`src/rtl/rs_glb_fetch_ctrl.sv`:
```
// ---------------------------------------------------------------------------
// rs_glb_fetch_ctrl
//
// Read sequencer placed directly after the row-stationary global buffer.
// One start runs an optional weight phase followed by an fmap phase. Each
// phase walks its address counter from 0 to DEPTH-1 and streams one
// registered beat per address to the PE-array loader over valid/ready.
// A one-cycle done pulse closes the run.
//
// Ports
//   clk, rst          clock, synchronous active-high reset
//   start_i           start request, honoured only while idle
//   weight_skip_i     sampled with start_i; 1 skips the weight phase
//   glb_cs_o          buffer chip select (bit0 fmaps, bit1 weight)
//   glb_we_o          buffer write enable, tied low (read-only client)
//   fmaps_addr_o      fmap read address
//   weight_addr_o     weight read address
//   fmaps_data_i      combinational fmap read data, rows 1..7
//   weight_data_i     combinational weight read data, rows 1..5
//   w_data_o/w_idx_o/w_valid_o/w_ready_i   weight beat stream
//   f_data_o/f_idx_o/f_valid_o/f_ready_i   fmap beat stream
//   busy_o            high whenever a run is in progress
//   done_o            one-cycle pulse at the end of a completed run
// ---------------------------------------------------------------------------
module rs_glb_fetch_ctrl #(
    parameter int FMAP_DEPTH   = 19,
    parameter int WEIGHT_DEPTH = 38,
    parameter int F_AW         = 5,
    parameter int W_AW         = 6
) (
    input  logic            clk,
    input  logic            rst,
    input  logic            start_i,
    input  logic            weight_skip_i,
    output logic [1:0]      glb_cs_o,
    output logic [1:0]      glb_we_o,
    output logic [F_AW-1:0] fmaps_addr_o,
    output logic [W_AW-1:0] weight_addr_o,
    input  logic [55:0]     fmaps_data_i,
    input  logic [39:0]     weight_data_i,
    output logic [39:0]     w_data_o,
    output logic [W_AW-1:0] w_idx_o,
    output logic            w_valid_o,
    input  logic            w_ready_i,
    output logic [55:0]     f_data_o,
    output logic [F_AW-1:0] f_idx_o,
    output logic            f_valid_o,
    input  logic            f_ready_i,
    output logic            busy_o,
    output logic            done_o
);

    typedef enum logic [2:0] {
        IDLE    = 3'd0,
        W_FETCH = 3'd1,
        W_DRAIN = 3'd2,
        F_FETCH = 3'd3,
        F_DRAIN = 3'd4,
        DONE    = 3'd5
    } state_t;

    localparam logic [W_AW-1:0] W_LAST = W_AW'(WEIGHT_DEPTH - 1);
    localparam logic [F_AW-1:0] F_LAST = F_AW'(FMAP_DEPTH - 1);

    state_t          state_q, state_d;
    logic [W_AW-1:0] waddr_q, waddr_d;
    logic [F_AW-1:0] faddr_q, faddr_d;
    logic [39:0]     w_data_q, w_data_d;
    logic [W_AW-1:0] w_idx_q, w_idx_d;
    logic            w_valid_q, w_valid_d;
    logic [55:0]     f_data_q, f_data_d;
    logic [F_AW-1:0] f_idx_q, f_idx_d;
    logic            f_valid_q, f_valid_d;
    logic [1:0]      cs;

    // Every register, data included, clears on reset so that all outputs
    // read zero on the cycle after reset is applied.
    always_ff @(posedge clk) begin
        if (rst) begin
            state_q   <= IDLE;
            waddr_q   <= '0;
            faddr_q   <= '0;
            w_data_q  <= '0;
            w_idx_q   <= '0;
            w_valid_q <= 1'b0;
            f_data_q  <= '0;
            f_idx_q   <= '0;
            f_valid_q <= 1'b0;
        end else begin
            state_q   <= state_d;
            waddr_q   <= waddr_d;
            faddr_q   <= faddr_d;
            w_data_q  <= w_data_d;
            w_idx_q   <= w_idx_d;
            w_valid_q <= w_valid_d;
            f_data_q  <= f_data_d;
            f_idx_q   <= f_idx_d;
            f_valid_q <= f_valid_d;
        end
    end

    always_comb begin
        state_d   = state_q;
        waddr_d   = waddr_q;
        faddr_d   = faddr_q;
        w_data_d  = w_data_q;
        w_idx_d   = w_idx_q;
        w_valid_d = w_valid_q;
        f_data_d  = f_data_q;
        f_idx_d   = f_idx_q;
        f_valid_d = f_valid_q;
        cs        = 2'b00;

        case (state_q)
            IDLE: begin
                if (start_i) begin
                    if (weight_skip_i) begin
                        faddr_d = '0;
                        state_d = F_FETCH;
                    end else begin
                        waddr_d = '0;
                        state_d = W_FETCH;
                    end
                end
            end

            W_FETCH: begin
                cs = 2'b10;
                // The buffer read is combinational, so the word at waddr_q
                // is present this cycle; capture it whenever the output
                // slot is free or being consumed.
                if (!w_valid_q || w_ready_i) begin
                    w_data_d  = weight_data_i;
                    w_idx_d   = waddr_q;
                    w_valid_d = 1'b1;
                    if (waddr_q == W_LAST) begin
                        state_d = W_DRAIN;
                    end else begin
                        waddr_d = waddr_q + 1'b1;
                    end
                end
            end

            W_DRAIN: begin
                // Wait for the last weight beat to be taken before any fmap
                // beat can appear, keeping the two valids mutually exclusive.
                if (!w_valid_q || w_ready_i) begin
                    w_valid_d = 1'b0;
                    faddr_d   = '0;
                    state_d   = F_FETCH;
                end
            end

            F_FETCH: begin
                cs = 2'b01;
                if (!f_valid_q || f_ready_i) begin
                    f_data_d  = fmaps_data_i;
                    f_idx_d   = faddr_q;
                    f_valid_d = 1'b1;
                    if (faddr_q == F_LAST) begin
                        state_d = F_DRAIN;
                    end else begin
                        faddr_d = faddr_q + 1'b1;
                    end
                end
            end

            F_DRAIN: begin
                if (!f_valid_q || f_ready_i) begin
                    f_valid_d = 1'b0;
                    state_d   = DONE;
                end
            end

            DONE: begin
                w_valid_d = 1'b0;
                f_valid_d = 1'b0;
                state_d   = IDLE;
            end

            default: begin
                state_d = IDLE;
            end
        endcase
    end

    assign glb_cs_o      = cs;
    assign glb_we_o      = 2'b00;
    assign fmaps_addr_o  = faddr_q;
    assign weight_addr_o = waddr_q;
    assign w_data_o      = w_data_q;
    assign w_idx_o       = w_idx_q;
    assign w_valid_o     = w_valid_q;
    assign f_data_o      = f_data_q;
    assign f_idx_o       = f_idx_q;
    assign f_valid_o     = f_valid_q;
    assign busy_o        = (state_q != IDLE);
    assign done_o        = (state_q == DONE);

endmodule
```
`config.mk`:
```
export PLATFORM = sky130hd
export DESIGN_NAME = rs_glb_fetch_ctrl
export DESIGN_NICKNAME = d
export VERILOG_FILES = /design/src/rtl/rs_glb_fetch_ctrl.sv
export SDC_FILE = /design/constraint.sdc
export NUM_CORES = 1
export LEC_CHECK = 0
export CAP_MARGIN = 20
export CORE_MARGIN = 1.5
export CORE_UTILIZATION = 30
export CTS_CLUSTER_SIZE = 30
export DETAILED_ROUTE_END_ITERATION = 6
export PLACE_DENSITY = 0.61
export SETUP_SLACK_MARGIN = 0.02
export SKIP_LAST_GASP = 1
export SYNTH_ARGS = -nofsm -noshare
export SYNTH_HDL_FRONTEND = slang
export SYNTH_SLANG_ARGS = --single-unit
```
`constraint.sdc`:
```
create_clock -name clk -period 2.7 [get_ports clk]
set_input_delay 0.405 -clock clk [delete_from_list [all_inputs] [get_ports clk]]
set_output_delay 0.405 -clock clk [all_outputs]
set_load 0.05 [all_outputs]
```
==> impl_summary.txt, run 1 <==
----------------------------------------------------
[Timing]
  Largest clock skew in the final design ... 0.00787 ns
  Final Max Slew Viols ... 0
  Worst Tran Pin Value ... 0.596 ns
  Final critical-path required period ... 2.30 ns
  Final worst-path cycle share ... 85.0%
  Worst-case hold slack ... 0.438 ns
  FMAX ... 0.436 GHz
  Count of endpoints failing hold in the final timing report ... 0
  Final setup violation count ... 0
  Setup TNS after final layout ... 0 ns
  Worst relative slew slack ... 60.2%
  Setup repair after global routing missed its margin ... no

[Power and ir drop]
  Worst ir drop on vdd ... 464 uV
  Total leakage power ... 2.65 nW
  Power per cell area ... 921 nW/um^2

[Finish]
  Net count reported at finish ... 905
  P&R area growth vs syn ... 65.4%
  Area occupied by registers ... 2460 um^2
  Layout filler cell count ... 1435
  Fraction of final layout cells sized beyond drive strength 1 ... 7.27%
  Multi-input gate area ... 1980 um^2
  Final core occ ... 50.4%
  Number of antenna diodes ... 0
  Final design area excluding fillers ... 7640 um^2

[Place]
  Number of input and output port buffers inserted ... 225
  DP Wirelength ... 9510 um
  Placed cell area ... 7050 um^2
  RD Place Congestion ... 0.836

[Clock tree]
  Number of clock buffers inserted by TritonCTS ... 17
  Clock Tree Buf Depth ... 2
  Clock sink count ... 123
  H-tree depth ... 4
  Setup bufs post-CTS ... 0
  CTS root buffer ... sky130_fd_sc_hd__clkbuf_16
  Clock Pin Slew Worst Setup and Hold Paths ... 0.06 ns
  Count of instances resized after the clock tree is built ... 0
  Count of hold-fix buffers inserted at cts ... 0
  TritonCTS clock tree ... done
  Latest clock arrival within the worst-skew pair ... 0.41 ns

[Route]
  Final routed wire length divided by cell count ... 13.6 um
  Met3 Wirelength ... 1250 um
  Violation count after the first detailed-routing iteration ... 155
  Uppermost routed layer ... met4
  Routed via count divided by cell count ... 4.65
  DRT Pass-1 Iters ... 4
  Wire length reported by the detailed router ... 13600 um
  Number of nets still failing antenna checks after routing ... 0
  Routed length on met2 ... 6220 um
  Wl on met1 ... 5940 um
  DRC violations left ... 0
  Via count ... 4651

[Synthesis]
  Synth Flop Type ... sky130_fd_sc_hd__dfxtp_1
  Area fraction of the dominant cell type after synthesis ... 53.3%
  Cell area after synthesis ... 4620 um^2
  Most common library cells after synthesis ... sky130_fd_sc_hd__nand2_1 (223), sky130_fd_sc_hd__dfxtp_1 (123), sky130_fd_sc_hd__a21oi_1 (114), sky130_fd_sc_hd__clkbuf_1 (35), sky130_fd_sc_hd__nor2_1 (12)
  Sequential element share of the synthesized area ... 53.3%
  Warning count from the yosys run ... 0
  Gate Count Post-Synth ... 590
  Post-synth EDFFs ... 0
  Async set-or-reset flop fraction in the synthesized netlist ... 0%
  Number of flip-flops and latches in the synthesized netlist ... 123
  Most frequent cell after synthesis ... sky130_fd_sc_hd__nand2_1
  Average size of a mapped cell ... 7.83 um^2
  Post-synthesis cell type with the largest combined area ... sky130_fd_sc_hd__dfxtp_1
  Count of cell types in the netlist ... 44
  Cell types occupying the most area after synthesis ... sky130_fd_sc_hd__dfxtp_1 (53%), sky130_fd_sc_hd__nand2_1 (18%), sky130_fd_sc_hd__a21oi_1 (12%)

[Floorplan]
  Vertical die dimension ... 127 um
  Io pins ... 228
  Effective utilization at floorplan ... 30.5%
  Core area ... 15100 um^2
  Die outline width ... 127 um
  Die area ... 16200 um^2
  Number of placement rows ... 45

[Worst setup path]
  Critical path capture point type ... primary output
  Depth of the worst register-to-register path ... 7
  CP required ... 2.30 ns
  Path type of the worst setup path ... flop to primary output
  Type of origin of the critical path ... flop
  Max FO, Critical Path ... 20
  Capture point of the worst reg-to-reg path ... fmaps_addr_o[1]
  Setup slack of the worst register-to-register path ... 0.57 ns
  Arrival time of data at the critical path endpoint ... 1.89 ns
  Launch point of the worst reg-to-reg path ... fmaps_addr_o[0]

[GRT]
  Global-route wire length before repair ... 21800 um
  Remaining global-route overflow ... 0
  Via count of the first global-routing pass ... 4447
  Antenna violations before repair ... 0
  Global Route Usage Sum ... 16.9%
  Maximum number of pins on one net before global-route repair ... 61

[Status]
  Outcome ... finished, final reports clean

[Hold path]
  Min-Delay Path Class ... primary input to flop
  Depth of the worst hold-timing path ... 2
  Critical hold path startpoint ... rst
  Hold Crit Endpoint ... w_data_o[36]

[Run]
  Max-capacitance violation count ... 0

----------------------------------------------------
-- worst max-delay path: stages, from the launching register on --
cell and delay, ns:
sky130_fd_sc_hd__dfxtp_1 0.70, sky130_fd_sc_hd__inv_1 0.29, sky130_fd_sc_hd__nor3_1 0.25, sky130_fd_sc_hd__buf_4 0.25
-- layout by cell type, fill, tap and decap left out, types with 6 or more instances in the layout --
master,Yosys,routed
sky130_fd_sc_hd__clkbuf_16,0,17
sky130_fd_sc_hd__nor2_1,12,11
sky130_fd_sc_hd__buf_4,2,9
sky130_fd_sc_hd__nand2_1,223,223
sky130_fd_sc_hd__o21ai_0,9,9
sky130_fd_sc_hd__clkbuf_8,0,6
sky130_fd_sc_hd__clkdlybuf4s50_1,0,220
sky130_fd_sc_hd__dfxtp_1,123,123
sky130_fd_sc_hd__a21oi_1,114,114
-- routing by layer --
layer	track usage, %	vias up
met5	0	-
met4	6.35	0
met3	7.20	13
met2	26.7	182
met1	20.4	2091
li1	-	2365
-- through the flow --
| step | power, mW | setup slack (ns) | std cells |
|---|---|---|---|
| 2_1_floorplan | 3.97 | 0.358 | 591 |
| 3_3_place_gp | 4.84 | 0.494 | 968 |
| 3_5_place_dp | 4.88 | 0.465 | 968 |
| 4_1_cts | 7.13 | 0.355 | 1000 |
| 5_1_grt | 7.41 | 0.197 | 1000 |
| 6_report | 7.04 | 0.404 | 1000 |
-- report_power, final --
| group | switching (mW) | internal [mW] | leakage (nW) | total, mW |
|---|---|---|---|---|
| clock network | 0.802 | 1.41 | 0.291 | 2.21 |
| logic | 1.69 | 0.879 | 1.36 | 2.57 |
| registers | 0.185 | 2.06 | 0.997 | 2.25 |
-- flip-flops by register name, summed over array words and instances (netlist names) --
| signal | flops |
|---|---|
| f_data_o | 56 |
| w_data_o | 40 |
| w_idx_o | 6 |
| weight_addr_o | 6 |
| f_idx_o | 5 |
| fmaps_addr_o | 5 |
| state_q | 3 |
| f_valid_o | 1 |
| w_valid_o | 1 |
-- final cells by class --
type                       instances  share of cell area, %
timing repair buffer             233                   30.8
clock inverter                     9                   1.13
multi-input combinational        419                   25.9
sequential                       123                   32.2
tap                              188                   3.08
inverter                           5                  0.246
clock buffer                      23                   6.65
-- worst max path at each step --
stage | startpoint | to | cells past startpoint
2_1_floorplan | fmaps_addr_o[0] | fmaps_addr_o[1] | 7
3_3_place_gp | w_ready_i | fmaps_addr_o[1] | 6
3_5_place_dp | w_ready_i | weight_addr_o[4] | 6
4_1_cts | state_q[0] | glb_cs_o[1] | 3
5_1_grt | state_q[0] | glb_cs_o[1] | 3
6_report | state_q[0] | glb_cs_o[1] | 3
-- logic make-up after synthesis --
kind of cell	count (synthesis)	share of synthesized area, %
AO/OA/AOI/OAI	143	17.0
adder cells (fa/ha/maj)	4	1.08
buffers and inverters	49	4.22
flip-flops	123	53.3
multiplexers	2	0.460
other	1	0.0812
AND/OR/NAND/NOR	268	23.8
Power figures use the tool's default switching activity.
==> run 2: changes to the inputs <==
Settings changed: HOLD_SLACK_MARGIN from default to 0.12, REMOVE_ABC_BUFFERS from default to 1.
==> run 2 against run 1 <==
  * Sequential share of layout area about the same
  * Non-clock buffer count down 1
  * Global-route usage increased by 0.26 points
  * Die area stayed put
  * Design area is essentially flat
==> impl_summary.txt, run 2 (same netlist as run 1, synthesis figures left out) <==
----------------------------------------------------
[GRT]
  Remaining global-route overflow ... 0
  Global-route wire length before repair ... 21800 um
  Global Route Usage Sum ... 17.1%
  Maximum number of pins on one net before global-route repair ... 82
  Antenna violations before repair ... 0
  Via count of the first global-routing pass ... 4355

[Finish]
  P&R area growth vs syn ... 65.5%
  Number of antenna diodes ... 0
  Largest register FFs ... 56
  Leading cell types in the layout, fill and taps excluded ... sky130_fd_sc_hd__nand2_1 (223), sky130_fd_sc_hd__clkdlybuf4s50_1 (221), sky130_fd_sc_hd__dfxtp_1 (123), sky130_fd_sc_hd__a21oi_1 (114), sky130_fd_sc_hd__clkbuf_16 (17)
  Fraction of final layout cells sized beyond drive strength 1 ... 6.78%
  Net count reported at finish ... 904
  Commonest non-fill, non-tap cell in the layout ... sky130_fd_sc_hd__nand2_1

[Timing]
  Setup repair after global routing missed its margin ... no
  Largest clock skew in the final design ... 0.00941 ns
  Setup TNS after final layout ... 0 ns
  Final Max Slew Viols ... 0
  Final worst-path cycle share ... 89.9%
  FMAX ... 0.412 GHz
  Count of endpoints failing hold in the final timing report ... 0
  Worst path setup slack after routing ... 0.272 ns
  Final critical-path required period ... 2.43 ns
  Final setup violation count ... 0
  Worst-case hold slack ... 0.452 ns
  Worst relative slew slack ... 58.6%
  Worst Tran Pin Value ... 0.621 ns

[Route]
  Violation count after the first detailed-routing iteration ... 315
  Wl on met1 ... 5790 um
  Wire length reported by the detailed router ... 13800 um
  Number of nets still failing antenna checks after routing ... 0
  Routed length on met2 ... 7090 um
  DRT Pass-1 Iters ... 4
  Via count ... 4663
  Uppermost routed layer ... met4
  DRC violations left ... 0
  Final routed wire length divided by cell count ... 13.8 um
  Met3 Wirelength ... 647 um
  Routed via count divided by cell count ... 4.67

[Run]
  Max-capacitance violation count ... 0

[Clock tree]
  CTS root buffer ... sky130_fd_sc_hd__clkbuf_16
  H-tree depth ... 4
  Latest clock arrival within the worst-skew pair ... 0.41 ns
  Clock Pin Slew Worst Setup and Hold Paths ... 0.06 ns
  Setup bufs post-CTS ... 0
  Number of clock buffers inserted by TritonCTS ... 17
  TritonCTS clock tree ... done
  Clock Tree Buf Depth ... 2
  Clock sink count ... 123

[Power and ir drop]
  Total leakage power ... 2.66 nW
  Clk pwr share ... 32.5%
  Total net switching power ... 2.67 mW
  Post-layout total power ... 7.14 mW
  Switching fraction of total power ... 37.5%
  Part of the power in combinational logic ... 36.4%
  Power per cell area ... 933 nW/um^2
  Internal power ... 4.46 mW
  Worst ir drop on vdd ... 809 uV
  Sequential Power Share ... 31.1%

[Worst setup path]
  Path type of the worst setup path ... flop to primary output
  Cell breakdown of the critical path ... nor2_1 -> nand2_1 -> clkdlybuf4s50_1
  CP Launch Point ... state_q[2]
  Critical Path Slowest Stage Cell ... sky130_fd_sc_hd__clkdlybuf4s50_1
  Max stage delay on crit path ... 0.80 ns
  CP required ... 2.30 ns
  Arrival time of data at the critical path endpoint ... 2.02 ns
  Critical path capture point type ... primary output
  Launch point of the worst reg-to-reg path ... fmaps_addr_o[0]
  Max FO, Critical Path ... 12
  Type of origin of the critical path ... flop

[Floorplan]
  Effective utilization at floorplan ... 30.5%
  Die outline width ... 127 um
  Number of placement rows ... 45
  Die area ... 16200 um^2
  Io pins ... 228
  Vertical die dimension ... 127 um
  Core area ... 15100 um^2

[Hold path]
  Min-Delay Path Class ... flop to flop
  Critical hold path startpoint ... f_idx_o[1]

[Place]
  DP Wirelength ... 9540 um
  Setup WS pre-CTS ... 0.497 ns
  Number of input and output port buffers inserted ... 225
  RD Place Congestion ... 0.819

[Status]
  Outcome ... finished, final reports clean

----------------------------------------------------
## run 2: changes by cell type in the layout (fill, tap and decap cells not counted), sizes merged
cell	previous run	this run
clkdlybuf4s50	220	221
dlymetal6s2s	0	1
buf	13	10
clkbuf	23	21
bufinv	1	3
## run 2: layout make-up
| class | count | area [um^2] |
|---|---|---|
| inverters | 5 | 18.8 |
| repair buffers | 232 | 2340 |
| clock inverters | 11 | 143 |
| flip-flops and latches | 123 | 2460 |
| well taps | 188 | 235 |
| clock buffers | 21 | 470 |
| multi-input cells | 419 | 1980 |
| fillers | 1416 | 7500 |
## run 2: stage by stage
stage,area (um^2),cells,utilization [%]
after floorplan,4450,547,-
after global placement,7030,967,46.4
after detailed placement,7030,967,46.4
after CTS,7640,999,50.5
after global routing,7650,999,50.5
final,7650,999,50.5
## run 2: path summary, 6_finish.rpt
kind	slack (ns)	cells after the start	endpoint
max	0.27	3	busy_o
min	0.45	2	f_idx_o[1]
max reg2reg	0.50	7	fmaps_addr_o[0]
min reg2reg	0.45	2	f_idx_o[1]
## run 2: critical path, delay by kind of cell, from the launching register on
family                 cells  cell delay (ns)
and+or+nand+nor            2             0.28
DFF                        1             0.53
buffers and inverters      1             0.80
## run 2: power by group through the flow
stage          clock network (mW)  registers (mW)  logic [mW]
2_1_floorplan                   0            3.05       0.815
3_3_place_gp                    0            2.24        2.59
3_5_place_dp                    0            2.26        2.62
4_1_cts                      2.39            2.22        2.63
5_1_grt                      2.47            2.26        2.79
6_report                     2.32            2.22        2.60
## run 2: timing repair
item,4_1_cts,5_1_grt
hold endpoints to repair,0,0
hold buffers,0,0
resized for setup,0,1
endpoints found under the setup margin,0,1
## run 2: per-layer routing
layer / up-vias / GRT usage, %
li1: 2364 / -
met1: 2131 / 19.8
met2: 145 / 29.3
met3: 23 / 4.44
met4: 0 / 8.82
met5: - / 0
==> run 3: changes to the inputs <==
Settings changed: CORE_ASPECT_RATIO from default to 0.9, SKIP_CTS_REPAIR_TIMING from default to 1.
==> run 3 against run 2 <==
  * Global-route usage increased by 0.087 points
  * Hold slack worse by 0.022 ns
  * Largest cell class unchanged
  * Clock skew down 0.0028 ns
  * Design area rose by 1.0%
  * Sequential power is essentially flat
  * Sequential share of layout area fell by 0.30 points
  * Non-clock buffer count increased by 5
  * Wire length is 1.1% higher
  * Cell count rose by 1.4%
  * Setup slack lost 0.0038 ns
==> impl_summary.txt, run 3 (same netlist as run 1, synthesis figures left out) <==
----------------------------------------------------
[Floorplan]
  Core area ... 14900 um^2
  Die area ... 16200 um^2
  Effective utilization at floorplan ... 31.1%
  Die outline width ... 134 um
  Io pins ... 228
  Vertical die dimension ... 121 um
  Number of placement rows ... 42

[Clock tree]
  CTS root buffer ... sky130_fd_sc_hd__clkbuf_16
  Clock Pin Slew Worst Setup and Hold Paths ... 0.05 ns
  Clock Tree Buf Depth ... 2
  TritonCTS clock tree ... done
  Latest clock arrival within the worst-skew pair ... 0.42 ns
  Number of clock buffers inserted by TritonCTS ... 17
  H-tree depth ... 4
  Clock sink count ... 123

[Finish]
  Largest register FFs ... 56
  Layout filler cell count ... 1365
  Multi-input gate area ... 1980 um^2
  P&R area growth vs syn ... 67.3%
  Number of antenna diodes ... 0
  Commonest non-fill, non-tap cell in the layout ... sky130_fd_sc_hd__nand2_1
  Area occupied by registers ... 2460 um^2
  Fraction of final layout cells sized beyond drive strength 1 ... 7.48%
  Net count reported at finish ... 909
  Leading cell types in the layout, fill and taps excluded ... sky130_fd_sc_hd__nand2_1 (223), sky130_fd_sc_hd__clkdlybuf4s50_1 (222), sky130_fd_sc_hd__dfxtp_1 (121), sky130_fd_sc_hd__a21oi_1 (114), sky130_fd_sc_hd__clkbuf_16 (17)

[GRT]
  Global-route wire length before repair ... 22000 um
  Via count of the first global-routing pass ... 4468
  Met2 demand-to-capacity share in global routing ... 29.0%
  Maximum number of pins on one net before global-route repair ... 64
  Global Route Usage Sum ... 17.2%
  Remaining global-route overflow ... 0
  Antenna violations before repair ... 0
  Global-route met1 utilization ... 20.1%
  Routing layer with the top usage in global route ... met2
  Grt met3 use ... 5.49%

[Power and ir drop]
  Part of the power in combinational logic ... 35.9%
  Clk pwr share ... 33.1%
  Post-layout total power ... 7.27 mW
  Switching fraction of total power ... 37.3%
  Internal power ... 4.56 mW
  Total leakage power ... 2.67 nW
  Worst ir drop on vdd ... 669 uV
  Power per cell area ... 941 nW/um^2
  Total net switching power ... 2.71 mW
  Sequential Power Share ... 31.0%

[Worst setup path]
  Setup slack of the worst register-to-register path ... 0.48 ns
  CP required ... 2.30 ns
  Depth of the worst register-to-register path ... 7
  Type of origin of the critical path ... flop
  Arrival time of data at the critical path endpoint ... 2.03 ns
  CP Launch Point ... state_q[2]
  Launch point of the worst reg-to-reg path ... fmaps_addr_o[0]
  Critical path capture point type ... primary output
  Path type of the worst setup path ... flop to primary output
  Capture point of the worst reg-to-reg path ... fmaps_addr_o[0]
  Max FO, Critical Path ... 12
  Capture point of the worst path ... busy_o

[Timing]
  Final worst-path cycle share ... 90.1%
  Final critical-path required period ... 2.43 ns
  FMAX ... 0.411 GHz
  Worst Tran Pin Value ... 0.625 ns
  Largest clock skew in the final design ... 0.00660 ns
  Setup repair after global routing missed its margin ... no
  Count of endpoints failing hold in the final timing report ... 0
  Worst path setup slack after routing ... 0.268 ns
  Worst relative slew slack ... 58.3%
  Worst-case hold slack ... 0.430 ns
  Final Max Slew Viols ... 0
  Final setup violation count ... 0

[Place]
  Setup WS pre-CTS ... 0.488 ns
  Number of input and output port buffers inserted ... 225
  RD Place Congestion ... 0.806
  DP Wirelength ... 9740 um

[Route]
  Number of nets still failing antenna checks after routing ... 0
  Final routed wire length divided by cell count ... 13.8 um
  Violation count after the first detailed-routing iteration ... 185
  DRC violations left ... 0
  Routed via count divided by cell count ... 4.64
  Wire length reported by the detailed router ... 14000 um
  DRT Pass-1 Iters ... 4
  Via count ... 4696

[Run]
  Max-capacitance violation count ... 0

[Hold path]
  Depth of the worst hold-timing path ... 2
  Min-Delay Path Class ... primary input to flop

[Status]
  Outcome ... finished, final reports clean

----------------------------------------------------
run 3: through the flow:
stage,setup TNS (ns),instance area [um^2],util [%],instances
after floorplan,-29.76,4450,-,547
after global placement,0,7090,47.7,982
after detailed placement,0,7090,47.7,982
after CTS,0,7720,51.9,1013
after global routing,0,7730,52.0,1013
final,0,7730,52.0,1013
run 3: power groups by stage:
stage	registers, mW	clock network [mW]	logic, mW
final	2.25	2.41	2.61
after global routing	2.29	2.55	2.78
after CTS	2.24	2.46	2.63
after detailed placement	2.28	0	2.62
after global placement	2.26	0	2.59
after floorplan	3.05	0	0.815
run 3: critical path: stages (launching register included):
cell,delay [ns]
sky130_fd_sc_hd__dfxtp_1,0.54
sky130_fd_sc_hd__nor2_1,0.16
sky130_fd_sc_hd__nand2_1,0.10
sky130_fd_sc_hd__clkdlybuf4s50_1,0.81
run 3: worst min path at each step:
stage,slack (ns),start,endpoint
4_1_cts,0.42,rst,weight_addr_o[0]
6_report,0.43,rst,weight_addr_o[0]
3_3_place_gp,0.44,f_data_o[38],f_data_o[38]
2_1_floorplan,0.47,rst,fmaps_addr_o[1]
5_1_grt,0.44,rst,weight_addr_o[0]
3_5_place_dp,0.45,f_data_o[44],f_data_o[44]
run 3: layout make-up:
| type | instances | area share, % |
|---|---|---|
| tap | 198 | 3.21 |
| multi-input combinational | 419 | 25.6 |
| clock buffer | 21 | 5.96 |
| timing repair buffer | 237 | 30.9 |
| sequential | 123 | 31.9 |
| inverter | 5 | 0.291 |
| clock inverter | 10 | 2.15 |
run 3: metal layers:
metal | wire length (um) | vias to the layer above
met5 | 0 | -
met4 | 295 | 0
met3 | 863 | 26
met2 | 6950 | 146
met1 | 5880 | 2149
li1 | - | 2375
